$ cat src/rtl/add_seq_ctrl_if.sv
// Requester handshake, result and shared-CLA signal bundle for add_seq_ctrl.
// The slave modport is the controller's view; master is the surrounding system.
interface add_seq_ctrl_if;
  logic        REQ0, REQ1;
  logic [15:0] A0, A1, B0, B1;
  logic        SUB0, SUB1;
  logic        GNT0, GNT1;
  logic        BUSY, DONE, DONE_ID;
  logic [15:0] RESULT;
  logic        OVFL;
  logic [3:0]  CLA_A, CLA_B;
  logic        CLA_CIN;
  logic [3:0]  CLA_SUM;
  logic        CLA_COUT, CLA_OVFL;

  modport slave (
    input  REQ0, REQ1, A0, A1, B0, B1, SUB0, SUB1, CLA_SUM, CLA_COUT, CLA_OVFL,
    output GNT0, GNT1, BUSY, DONE, DONE_ID, RESULT, OVFL, CLA_A, CLA_B, CLA_CIN
  );

  modport master (
    output REQ0, REQ1, A0, A1, B0, B1, SUB0, SUB1, CLA_SUM, CLA_COUT, CLA_OVFL,
    input  GNT0, GNT1, BUSY, DONE, DONE_ID, RESULT, OVFL, CLA_A, CLA_B, CLA_CIN
  );
endinterface

$ cat src/rtl/add_seq_ctrl.sv
// Two-requester 16-bit add/sub sequencer that time-shares an external 4-bit CLA,
// one nibble per cycle, with optional signed saturation of the final result.
module add_seq_ctrl #(
  parameter bit SAT = 1'b1
) (
  input logic           clk,
  input logic           rst,
  add_seq_ctrl_if.slave bus
);
  typedef enum logic [1:0] {
    S_IDLE = 2'd0,
    S_RUN  = 2'd1,
    S_DONE = 2'd2
  } state_t;

  state_t      state_q;
  logic [1:0]  nib_q;
  logic        carry_q;
  logic        id_q;
  logic        last_q;
  logic [15:0] opa_q;
  logic [15:0] opb_q;
  logic [11:0] sum_q;
  logic [15:0] result_q;
  logic        ovfl_q;
  logic        done_id_q;

  logic        idle;
  logic        pick1;
  logic        gnt0;
  logic        gnt1;
  logic [15:0] a_sel, b_sel;
  logic        sub_sel;
  logic [15:0] sum_full_d;
  logic [15:0] result_d;

  // Requester 1 wins when alone, or on a tie when requester 0 was served last.
  assign idle  = (state_q == S_IDLE);
  assign pick1 = bus.REQ1 & (~bus.REQ0 | ~last_q);
  assign gnt0  = idle & ~rst & bus.REQ0 & ~pick1;
  assign gnt1  = idle & ~rst & pick1;

  assign a_sel   = gnt1 ? bus.A1   : bus.A0;
  assign b_sel   = gnt1 ? bus.B1   : bus.B0;
  assign sub_sel = gnt1 ? bus.SUB1 : bus.SUB0;

  assign sum_full_d = {bus.CLA_SUM, sum_q};
  assign result_d   = (SAT && bus.CLA_OVFL) ? (opa_q[15] ? 16'h8000 : 16'h7FFF)
                                            : sum_full_d;

  always_comb begin
    bus.CLA_A   = 4'h0;
    bus.CLA_B   = 4'h0;
    bus.CLA_CIN = 1'b0;
    if (state_q == S_RUN) begin
      bus.CLA_A   = opa_q[{nib_q, 2'b00} +: 4];
      bus.CLA_B   = opb_q[{nib_q, 2'b00} +: 4];
      bus.CLA_CIN = carry_q;
    end
  end

  always_ff @(posedge clk) begin
    if (rst) begin
      state_q   <= S_IDLE;
      nib_q     <= 2'd0;
      carry_q   <= 1'b0;
      id_q      <= 1'b0;
      last_q    <= 1'b1;
      opa_q     <= 16'h0000;
      opb_q     <= 16'h0000;
      sum_q     <= 12'h000;
      result_q  <= 16'h0000;
      ovfl_q    <= 1'b0;
      done_id_q <= 1'b0;
    end else begin
      case (state_q)
        S_IDLE: begin
          if (gnt0 | gnt1) begin
            opa_q   <= a_sel;
            opb_q   <= sub_sel ? ~b_sel : b_sel;
            carry_q <= sub_sel;
            id_q    <= gnt1;
            last_q  <= gnt1;
            nib_q   <= 2'd0;
            sum_q   <= 12'h000;
            state_q <= S_RUN;
          end
        end
        S_RUN: begin
          carry_q <= bus.CLA_COUT;
          nib_q   <= nib_q + 2'd1;
          case (nib_q)
            2'd0: sum_q[3:0]  <= bus.CLA_SUM;
            2'd1: sum_q[7:4]  <= bus.CLA_SUM;
            2'd2: sum_q[11:8] <= bus.CLA_SUM;
            default: begin
              // Top nibble goes straight into the result; its carry-out is dropped.
              result_q  <= result_d;
              ovfl_q    <= bus.CLA_OVFL;
              done_id_q <= id_q;
              state_q   <= S_DONE;
            end
          endcase
        end
        S_DONE:  state_q <= S_IDLE;
        default: state_q <= S_IDLE;
      endcase
    end
  end

  assign bus.GNT0    = gnt0;
  assign bus.GNT1    = gnt1;
  assign bus.BUSY    = (state_q != S_IDLE);
  assign bus.DONE    = (state_q == S_DONE);
  assign bus.DONE_ID = done_id_q;
  assign bus.RESULT  = result_q;
  assign bus.OVFL    = ovfl_q;
endmodule

$ cat src/flat_wrapper.sv
// flat-port wrapper written by rule: the top's interface ports become plain ports
module add_seq_ctrl_flat 
#(
  parameter bit SAT = 1'b1
)
  (clk, rst, bus_REQ0, bus_REQ1, bus_A0, bus_A1, bus_B0, bus_B1, bus_SUB0, bus_SUB1, bus_CLA_SUM, bus_CLA_COUT, bus_CLA_OVFL, bus_GNT0, bus_GNT1, bus_BUSY, bus_DONE, bus_DONE_ID, bus_RESULT, bus_OVFL, bus_CLA_A, bus_CLA_B, bus_CLA_CIN);
  add_seq_ctrl_if bus_i ();
  input logic clk;
  input logic rst;
  input wire logic [$bits(bus_i.REQ0)-1:0] bus_REQ0;
  input wire logic [$bits(bus_i.REQ1)-1:0] bus_REQ1;
  input wire logic [$bits(bus_i.A0)-1:0] bus_A0;
  input wire logic [$bits(bus_i.A1)-1:0] bus_A1;
  input wire logic [$bits(bus_i.B0)-1:0] bus_B0;
  input wire logic [$bits(bus_i.B1)-1:0] bus_B1;
  input wire logic [$bits(bus_i.SUB0)-1:0] bus_SUB0;
  input wire logic [$bits(bus_i.SUB1)-1:0] bus_SUB1;
  input wire logic [$bits(bus_i.CLA_SUM)-1:0] bus_CLA_SUM;
  input wire logic [$bits(bus_i.CLA_COUT)-1:0] bus_CLA_COUT;
  input wire logic [$bits(bus_i.CLA_OVFL)-1:0] bus_CLA_OVFL;
  output wire logic [$bits(bus_i.GNT0)-1:0] bus_GNT0;
  output wire logic [$bits(bus_i.GNT1)-1:0] bus_GNT1;
  output wire logic [$bits(bus_i.BUSY)-1:0] bus_BUSY;
  output wire logic [$bits(bus_i.DONE)-1:0] bus_DONE;
  output wire logic [$bits(bus_i.DONE_ID)-1:0] bus_DONE_ID;
  output wire logic [$bits(bus_i.RESULT)-1:0] bus_RESULT;
  output wire logic [$bits(bus_i.OVFL)-1:0] bus_OVFL;
  output wire logic [$bits(bus_i.CLA_A)-1:0] bus_CLA_A;
  output wire logic [$bits(bus_i.CLA_B)-1:0] bus_CLA_B;
  output wire logic [$bits(bus_i.CLA_CIN)-1:0] bus_CLA_CIN;
  assign bus_i.REQ0 = bus_REQ0;
  assign bus_i.REQ1 = bus_REQ1;
  assign bus_i.A0 = bus_A0;
  assign bus_i.A1 = bus_A1;
  assign bus_i.B0 = bus_B0;
  assign bus_i.B1 = bus_B1;
  assign bus_i.SUB0 = bus_SUB0;
  assign bus_i.SUB1 = bus_SUB1;
  assign bus_i.CLA_SUM = bus_CLA_SUM;
  assign bus_i.CLA_COUT = bus_CLA_COUT;
  assign bus_i.CLA_OVFL = bus_CLA_OVFL;
  assign bus_GNT0 = bus_i.GNT0;
  assign bus_GNT1 = bus_i.GNT1;
  assign bus_BUSY = bus_i.BUSY;
  assign bus_DONE = bus_i.DONE;
  assign bus_DONE_ID = bus_i.DONE_ID;
  assign bus_RESULT = bus_i.RESULT;
  assign bus_OVFL = bus_i.OVFL;
  assign bus_CLA_A = bus_i.CLA_A;
  assign bus_CLA_B = bus_i.CLA_B;
  assign bus_CLA_CIN = bus_i.CLA_CIN;
  add_seq_ctrl #(.SAT(SAT)) u_core (.clk(clk), .rst(rst), .bus(bus_i));
endmodule
$ cat config.mk
export PLATFORM = sky130hd
export DESIGN_NAME = add_seq_ctrl_flat
export DESIGN_NICKNAME = d
export VERILOG_FILES = /design/src/rtl/add_seq_ctrl_if.sv /design/src/rtl/add_seq_ctrl.sv /design/src/flat_wrapper.sv
export SDC_FILE = /design/constraint.sdc
export NUM_CORES = 1
export LEC_CHECK = 0
export CORE_MARGIN = 5
export CORE_UTILIZATION = 38
export DETAILED_ROUTE_END_ITERATION = 8
export PLACE_DENSITY = 0.67
export SLEW_MARGIN = 20
export SYNTH_ARGS = -nofsm -noshare
export SYNTH_HDL_FRONTEND = slang
export SYNTH_SLANG_ARGS = --single-unit
$ cat constraint.sdc
create_clock -name clk -period 2.8 [get_ports clk]
set_clock_uncertainty 0.1 [all_clocks]
set_input_delay 0.56 -clock clk [delete_from_list [all_inputs] [get_ports clk]]
set_output_delay 0.56 -clock clk [all_outputs]
set_load 0.05 [all_outputs]
==> reports/metrics.yaml, run 1 <==
critical_path:
  endpoint_kind: "output port"
  crit_fanout: 11
  r2r_start: "u_core.state_q[0]"
  r2r_end: "u_core.opa_q[13]"
  worstRegToRegCells: 6
  arrival_ns: 1.85
  start_kind: "flop"
  worst_ep_required_time_ns: 2.14
  startpoint: "u_core.nib_q[0]"
  path_class: "flop to output port"
  ff2ff_setup_slack_ns: 0.80
  endpoint: "bus_CLA_B[0]"
job:
  cap_violations: 0
clock_tree:
  cts_sinks: 69
  tritoncts: "done"
  worst_skew_pair.late_latency_ns: 0.34
  clk_path_buf_depth: 2
  cts_setup_buffers: 0
  cts_buffers: 9
  ctsHoldBuffers: 0
  clk_pin_slew_ns: 0.07
  root_buffer: "clkbuf_8"
  cts-htree-levels: 3
  cts_resized: 0
synth:
  synth_ff_type: "dfxtp_1"
  synthDistinctLibCells: 36
  synth-warning-count: 0
  syn_nets: 498
  syn_area_sq_um: 3570
  ys_top_cells_by_area: "dfxtp_1, xor2_1, nand2_1"
  synth_seq_cells: 69
  synth_top_cell_by_area: "dfxtp_1"
  synth_commonest_cells: "dfxtp_1, nand2_1, nor2_1"
  yosys.area.top_type_share: 0.387
  synth-edff-count: 0
  synth_area_per_cell_sq_um: 8.53
  synthCells: 418
  yosysMostFrequentCell: "dfxtp_1"
  ys_async_sr_fraction: 0
  seq_area_frac_synth: 0.387
placement:
  dpl.hpwl_um: 6600
  dp_slack_ns: 0.313
  gp_congestion: 0.804
  portBuffers: 106
pwr:
  p_switching_w: 0.000723
  p_clk_frac: 0.318
  p_seq_frac: 0.438
  p_sw_frac: 0.285
  power_w: 0.00253
  peakVddDrop_uv: 313
  p_leak_nw: 1.76
  comb_power_share: 0.245
  power.density_nw_per_um2: 520
  intPower_w: 0.00181
detailed_routing:
  wl_per_cell_um: 14.5
  finalWirelength_um: 9030
  ant_nets: 0
  vias: 3153
  drt_iter0_markers: 115
  avgViaCountPerCell: 5.06
  dr.pass1.iters: 4
  drc: 0
floorplan:
  io_pins: 107
  die_area_sq_um: 11400
  fp.dieW_um: 107
  die_y_um: 107
  rows: 35
  initial_core_util: 0.388
  design.core.area_sq_um: 9200
timing:
  finalSetupViolations: 0
  rsz0062_at_grt: "no"
  finalCriticalPeriod_ns: 2.51
  hold_viol: 0
  max_clock_freq_mhz: 399
  hold_ws_ns: 0.354
  fin_ws_ns: 0.291
  drv_slew: 0
  tns_ns: 0
  fin_crit_sh: 0.896
  tightestPinTransition_ns: 0.725
  slew_headroom: 0.517
grt:
  gr-total-overflow: 0
  first_global_vias: 3155
  grt_max_degree: 70
  grt_usage: 0.165
  grt_pass1_wl_um: 15100
  antenna_found_initial: 0
layout:
  nNetsFinal: 588
  fillCellCount: 895
  area_delta_synth_final_pct: 36.6
  drive_gt1_frac: 0.123
  antenna_cells: 0
min_path:
  min_path_type: "flop to flop"
status:
  outcome: "complete, no violations"
worst min path at each step:
stage	cells past startpoint	startpoint	to	slack (ns)
5_1_grt	2	u_core.bus.RESULT[6]	u_core.bus.RESULT[6]	0.38
4_1_cts	2	u_core.bus.RESULT[6]	u_core.bus.RESULT[6]	0.36
6_report	2	u_core.bus.RESULT[5]	u_core.bus.RESULT[5]	0.35
2_1_floorplan	2	u_core.id_q	u_core.bus.DONE_ID	0.33
3_3_place_gp	2	u_core.bus.RESULT[11]	u_core.bus.RESULT[11]	0.34
3_5_place_dp	2	u_core.bus.RESULT[10]	u_core.bus.RESULT[10]	0.35
cell families (layout without fill, tap and decap cells):
| logic type | count (synthesis) | in the layout | share of synthesized area |
|---|---|---|---|
| compound gates | 105 | 105 | 0.204 |
| simple gates | 157 | 157 | 0.205 |
| fa+ha+maj | 4 | 4 | 0.0140 |
| mux | 9 | 9 | 0.0537 |
| xor+xnor | 32 | 32 | 0.0786 |
| flops | 69 | 69 | 0.387 |
| buf+inv | 42 | 136 | 0.0579 |
final cells by class:
type,count,area (sq um),area share
Clock buffer,14,163,0.0334
Clock inverter,1,30.0,0.00616
Inverter,5,23.8,0.00488
Multi-Input combinational cell,307,1990,0.409
Sequential cell,69,1380,0.284
Tap cell,111,139,0.0285
Timing Repair Buffer,116,1140,0.234
power by group through the flow:
stage / sequential [W] / combinational (W) / clock [W]
6_report: 0.00111 / 0.000620 / 0.000804
2_1_floorplan: 0.00112 / 0.000405 / 0
4_1_cts: 0.00111 / 0.000626 / 0.000830
3_3_place_gp: 0.00113 / 0.000616 / 0
5_1_grt: 0.00112 / 0.000683 / 0.000863
3_5_place_dp: 0.00113 / 0.000625 / 0
metal layers:
| metal | GRT usage | up-vias | wire length, um |
|---|---|---|---|
| li1 | - | 1625 | - |
| met1 | 0.202 | 1415 | 3950 |
| met2 | 0.270 | 102 | 4260 |
| met3 | 0.0554 | 11 | 704 |
| met4 | 0.0548 | 0 | 119 |
| met5 | 0 | - | 0 |
flip-flops by register name, summed over array words and instances, names as in the netlist:
signal / flops
u_core.opa_q: 16
u_core.state_q: 2
u_core.sum_q: 12
u_core.bus.DONE_ID: 1
u_core.opb_q: 16
u_core.last_q: 1
u_core.id_q: 1
u_core.carry_q: 1
u_core.bus.RESULT: 16
u_core.nib_q: 2
u_core.bus.OVFL: 1
critical path: stages, from the launching register on:
cell and delay [ns]:
dfxtp_1 0.36, buf_4 0.25, mux4_2 0.52, and2_1 0.18, buf_4 0.19
cell usage in the layout, fill, tap and decap left out, types with 2 or more instances in the layout:
| cell type | synthesis | layout |
|---|---|---|
| and2_1 | 10 | 10 |
| buf_4 | 2 | 18 |
| o21ai_1 | 3 | 3 |
| nor2b_1 | 3 | 2 |
| clkdlybuf4s50_1 | 0 | 94 |
| dfxtp_1 | 69 | 69 |
| a211oi_1 | 6 | 6 |
| clkbuf_1 | 20 | 3 |
| mux4_2 | 8 | 8 |
| clkbuf_8 | 0 | 11 |
| nor2_1 | 47 | 46 |
| a311oi_2 | 13 | 13 |
| o21ai_0 | 33 | 33 |
| a21oi_1 | 32 | 32 |
| buf_12 | 0 | 3 |
| xor2_1 | 32 | 32 |
| nand3b_1 | 17 | 17 |
| nand3_1 | 21 | 21 |
| inv_1 | 4 | 4 |
| nand2_1 | 54 | 54 |
| ha_1 | 4 | 4 |
| a311oi_1 | 4 | 4 |
| o211ai_1 | 9 | 9 |
per-stage QoR:
step / std cells / area (sq um) / utilization
after detailed placement: 608 / 4680 / 0.509
final: 623 / 4870 / 0.530
after CTS: 623 / 4870 / 0.530
after floorplan: 418 / 3570 / -
after global placement: 608 / 4680 / 0.509
after global routing: 623 / 4870 / 0.530
Note: power is estimated with default switching activity, not from simulation.
==> inputs of run 2 (changes only) <==
Settings changed: ABC_AREA set to 1, CTS_BUF_LIST set to sky130_fd_sc_hd__clkbuf_2 sky130_fd_sc_hd__clkbuf_4 sky130_fd_sc_hd__clkbuf_8, PLACE_DENSITY 0.67 to 0.65, RECOVER_POWER set to 100.
==> run 2 against run 1 <==
Against the previous run: design area up 11%; combinational power increased by 47%; sequential cell count stayed put; critical path depth is 2 higher; final cell count increased by 39%; register-to-register slack got worse by 0.33 ns; wire length up 24%; sequential share of layout area decreased by 2.9 points; total power up 21%; largest power group unchanged.
==> reports/metrics.yaml, run 2 <==
floorplan:
  die_area_sq_um: 12500
  design.core.area_sq_um: 10200
  initial_core_util: 0.385
  rows: 37
  io_pins: 107
  die_y_um: 112
  fp.dieW_um: 112
timing:
  tightestPinTransition_ns: 0.594
  fin_crit_sh: 0.960
  slew_headroom: 0.603
  fin_ws_ns: 0.113
  hold_viol: 0
  finalSetupViolations: 0
  finalCriticalPeriod_ns: 2.69
  drv_slew: 0
  max_clock_freq_mhz: 372
pwr:
  p_sw_frac: 0.323
  power.density_nw_per_um2: 564
  comb_power_share: 0.299
  p_leak_nw: 2.38
  intPower_w: 0.00207
  peakVddDrop_uv: 217
  p_switching_w: 0.000989
  p_seq_frac: 0.370
  p_clk_frac: 0.332
synth:
  syn_area_sq_um: 3940
  synth_top_cell_by_area: "dfxtp_1"
  yosys.area.top_type_share: 0.351
  ys_top_cells_by_area: "dfxtp_1, nand2_1, a21oi_1"
  synth-edff-count: 0
  synth_seq_cells: 69
  synth_commonest_cells: "nand2_1, inv_1, dfxtp_1"
  synthCells: 630
  synth_area_per_cell_sq_um: 6.25
  ys_async_sr_fraction: 0
  synth_ff_type: "dfxtp_1"
  seq_area_frac_synth: 0.351
  synth-warning-count: 0
  syn_nets: 710
  synthDistinctLibCells: 24
  yosysMostFrequentCell: "nand2_1"
critical_path:
  endpoint: "bus_CLA_B[1]"
  worst_path_most_repeated_cell: "a21oi_1"
  crit_buf_inv: 3
  r2r_end: "u_core.opa_q[11]"
  ff2ff_setup_slack_ns: 0.47
  startpoint: "u_core.nib_q[0]"
  crit_chain: "clkinvlp_4, buf_4, a21oi_1, o21ai_0, a21oi_1, buf_12"
  path_class: "flop to output port"
  r2r_start: "u_core.state_q[1]"
  worst_ep_required_time_ns: 2.14
  arrival_ns: 2.03
  critPathTopFamily: "flip-flops"
  cp.depth: 6
  worstRegToRegCells: 8
  start_kind: "flop"
  cp_slowest_cell: "dfxtp_1"
  endpoint_kind: "output port"
  crit_fanout: 12
  slowest_delay_ns: 0.59
placement:
  portBuffers: 106
  dpl.hpwl_um: 8160
  dp_slack_ns: 0.0437
  gp_congestion: 0.828
  placedCellCount: 848
detailed_routing:
  avgViaCountPerCell: 4.88
  dr.pass1.iters: 4
  drc: 0
  drt_iter0_markers: 251
  vias: 4227
  ant_nets: 0
  wl_per_cell_um: 12.9
  finalWirelength_um: 11200
clock_tree:
  ctsHoldBuffers: 0
  root_buffer: "clkbuf_8"
  clk_pin_slew_ns: 0.08
  tritoncts: "done"
  cts_buffers: 9
  cts_sinks: 69
  clk_path_buf_depth: 2
  cts-htree-levels: 3
  worst_skew_pair.late_latency_ns: 0.34
grt:
  grt_max_degree: 55
  first_global_vias: 4091
  antenna_found_initial: 0
  grt_pass1_wl_um: 18600
  grt_usage: 0.176
  gr-total-overflow: 0
layout:
  area_delta_synth_final_pct: 37.6
  antenna_cells: 0
  final_common_cell: "nand2_1"
  instances_no_fill: 867
  drive_gt1_frac: 0.0834
  nNetsFinal: 806
  fillCellCount: 1028
  mostFrequentLayoutCells: "nand2_1, clkdlybuf4s50_1, inv_1, dfxtp_1, a21oi_1"
min_path:
  min_path_type: "flop to flop"
  hold_start: "u_core.opa_q[12]"
status:
  outcome: "complete, no violations"
job:
  cap_violations: 0
==> run 2: how the worst min path moves through the flow <==
stage / end / slack [ns] / cells past startpoint
floorplan: u_core.last_q / 0.33 / 2
global placement: u_core.opa_q[11] / 0.35 / 2
detailed placement: u_core.opa_q[11] / 0.36 / 2
CTS: u_core.opa_q[11] / 0.37 / 2
global route: u_core.opa_q[1] / 0.39 / 2
finish: u_core.opa_q[12] / 0.37 / 2
==> run 2: logic make-up after synthesis <==
family                   count (synthesis)  share of synthesized area
AND/OR/NAND/NOR                        321                      0.339
AO/OA/AOI/OAI                          124                      0.185
buffers and inverters                  112                      0.112
flip-flops                              69                      0.351
adder cells (fa/ha/maj)                  4                     0.0127
==> run 2: worst register-to-register path, stage by stage (launching register included) <==
cell and delay (ns):
dfxtp_1 0.35, inv_2 0.11, nand2_2 0.12, nor2_4 0.38, nand2_1 0.36, nand2_1 0.14, buf_4 0.38, o211ai_1 0.19
a21oi_1 0.14
==> run 2: power groups by stage <==
stage	registers, W	clock network [W]	logic [W]
3_5_place_dp	0.00115	0	0.000899
4_1_cts	0.00113	0.00102	0.000905
5_1_grt	0.00114	0.00106	0.00102
3_3_place_gp	0.00115	0	0.000886
6_report	0.00113	0.00101	0.000913
2_1_floorplan	0.00114	0	0.000576
==> run 2: metal layers <==
metal	GRT usage	part of all wire	vias to the layer above
met2	0.307	0.50	99
li1	-	-	2192
met5	0	0	-
met4	0.0576	0.014	0
met1	0.215	0.43	1921
met3	0.0348	0.048	15
==> run 2: area by class of cell <==
class,count,area (sq um),area share
multi-input combinational,449,2110,0.390
timing repair buffer,120,1210,0.223
clock inverter,5,106,0.0196
tap,136,170,0.0314
clock buffer,11,145,0.0268
inverter,77,293,0.0540
sequential,69,1380,0.255
==> run 2: per-stage QoR <==
stage / TNS [ns] / power (W) / hold slack [ns] / utilization / instance area, sq um
floorplan: 0 / 0.00172 / 0.329 / - / 3940
global placement: 0 / 0.00203 / 0.351 / 0.503 / 5140
global route: -0.0125 / 0.00322 / 0.391 / 0.530 / 5420
detailed placement: 0 / 0.00205 / 0.357 / 0.503 / 5140
finish: 0 / 0.00306 / 0.368 / 0.530 / 5420
CTS: 0 / 0.00306 / 0.368 / 0.527 / 5400
==> run 2: what timing repair did <==
action                     CTS  global route
setup endpoints to repair    0             4
resized for setup            0             1
buffers inserted             0             3
==> inputs of run 3 (changes only) <==
Settings changed: CORE_MARGIN 5 to 2.
==> run 3 against run 2 <==
Against the previous run: sequential power is essentially flat; design area shrank 2.3%; non-clock buffer count shrank 1; die area shrank 10%; critical path depth shrank 1; setup slack gained 0.037 ns; clock power shrank 21%; sequential cell count is the same; total power shrank 8.3%; register-to-register slack lost 0.14 ns; utilization shrank 1.0 points.
==> reports/metrics.yaml, run 3 (synthesis results as in run 2) <==
clock_tree:
  cts_buffers: 9
  root_buffer: "clkbuf_8"
  cts_sinks: 69
  cts_resized: 0
  clk_pin_slew_ns: 0.07
  ctsHoldBuffers: 0
  cts-htree-levels: 3
  cts_setup_buffers: 0
  worst_skew_pair.late_latency_ns: 0.33
  tritoncts: "done"
  clk_path_buf_depth: 2
placement:
  placedCellCount: 850
  portBuffers: 106
  dpl.hpwl_um: 7840
  gp_congestion: 0.826
grt:
  first_global_vias: 4011
  gr-total-overflow: 0
  grt_usage: 0.196
  antenna_found_initial: 0
  grt_pass1_wl_um: 18200
  grt_max_degree: 42
detailed_routing:
  drt_iter0_markers: 209
  ant_nets: 0
  topRoutingLayerUsed: "met4"
  avgViaCountPerCell: 4.82
  dr.pass1.iters: 4
  wl_per_cell_um: 12.3
  finalWirelength_um: 10700
  met2_length_um: 5350
  dr_wl_met3_um: 416
  wl_met1_um: 4770
  vias: 4177
  drc: 0
timing:
  hold_viol: 0
  slew_headroom: 0.581
  fin_crit_sh: 0.946
  drv_slew: 0
  finalCriticalPeriod_ns: 2.65
  tns_ns: 0
  tightestPinTransition_ns: 0.627
  finalSetupViolations: 0
  rsz0062_at_grt: "no"
  max_clock_freq_mhz: 377
pwr:
  p_clk_frac: 0.286
  p_seq_frac: 0.401
  p_switching_w: 0.000940
  p_sw_frac: 0.335
  p_leak_nw: 2.41
  comb_power_share: 0.313
  intPower_w: 0.00186
  peakVddDrop_uv: 256
  power.density_nw_per_um2: 530
layout:
  final_util: 0.520
  mostFrequentLayoutCells: "nand2_1, clkdlybuf4s50_1, inv_1, dfxtp_1, a21oi_1"
  drive_gt1_frac: 0.0753
  area_delta_synth_final_pct: 34.4
  final_common_cell: "nand2_1"
  fillCellCount: 1054
  nNetsFinal: 805
  instances_no_fill: 866
  antenna_cells: 0
critical_path:
  path_class: "flop to output port"
  worst_ep_required_time_ns: 2.14
  crit_fanout: 17
  endpoint_kind: "output port"
  arrival_ns: 1.99
  start_kind: "flop"
floorplan:
  io_pins: 107
  die_y_um: 106
  fp.dieW_um: 106
  die_area_sq_um: 11200
  initial_core_util: 0.387
  rows: 37
  design.core.area_sq_um: 10200
status:
  outcome: "complete, no violations"
job:
  cap_violations: 0
min_path:
  min_path_type: "flop to flop"
-- run 3: changes by cell type in the layout (fill, tap and decap cells not counted), sizes merged --
cell	delta
clkdlybuf4s15	+1
bufinv	-2
clkbuf	+9
clkdlybuf4s50	-21
clkinv	+2
dlygate4sd3	+21
buf	-10
clkinvlp	-1
-- run 3: path summary, 6_finish.rpt --
| check | from | endpoint | slack (ns) | cells past startpoint |
|---|---|---|---|---|
| min | u_core.opa_q[11] | u_core.opa_q[11] | 0.37 | 2 |
| max | u_core.nib_q[0] | bus_CLA_B[1] | 0.15 | 5 |
| min reg2reg | u_core.opa_q[11] | u_core.opa_q[11] | 0.37 | 2 |
| max reg2reg | u_core.nib_q[1] | u_core.bus.RESULT[11] | 0.33 | 8 |
-- run 3: cell type report --
class | instances | area [sq um] | share of cell area
Timing Repair Buffer | 119 | 1160 | 0.220
Multi-Input combinational cell | 449 | 2090 | 0.395
Tap cell | 136 | 170 | 0.0321
Sequential cell | 69 | 1380 | 0.261
Clock buffer | 12 | 153 | 0.0288
Inverter | 77 | 289 | 0.0546
Clock inverter | 4 | 47.5 | 0.00898
-- run 3: layer usage --
metal / track usage / vias to the layer above
met5: 0 / -
li1: - / 2193
met4: 0.0592 / 0
met1: 0.246 / 1873
met2: 0.349 / 100
met3: 0.0254 / 11
-- run 3: metrics by stage --
| stage | setup slack, ns | cell area, sq um | hold slack, ns | power (W) |
|---|---|---|---|---|
| final | 0.150 | 5300 | 0.365 | 0.00280 |
| after global routing | 0.0424 | 5300 | 0.391 | 0.00298 |
| after CTS | 0.213 | 5370 | 0.367 | 0.00286 |
| after detailed placement | 0.175 | 5170 | 0.356 | 0.00206 |
| after global placement | 0.262 | 5170 | 0.352 | 0.00204 |
| after floorplan | 0.314 | 3940 | 0.329 | 0.00172 |
-- run 3: power groups by stage --
stage | Sequential, W | Clock [W] | Combinational [W]
final | 0.00112 | 0.000802 | 0.000878
after detailed placement | 0.00115 | 0 | 0.000911
after floorplan | 0.00114 | 0 | 0.000576
after global routing | 0.00113 | 0.000867 | 0.000981
after CTS | 0.00112 | 0.000824 | 0.000916
after global placement | 0.00114 | 0 | 0.000898
-- run 3: critical path, stage by stage (launching register included) --
cell and delay, ns:
dfxtp_1 0.43, inv_1 0.28, a21oi_1 0.19, o21ai_0 0.13
a21oi_1 0.23, clkdlybuf4s15_2 0.40
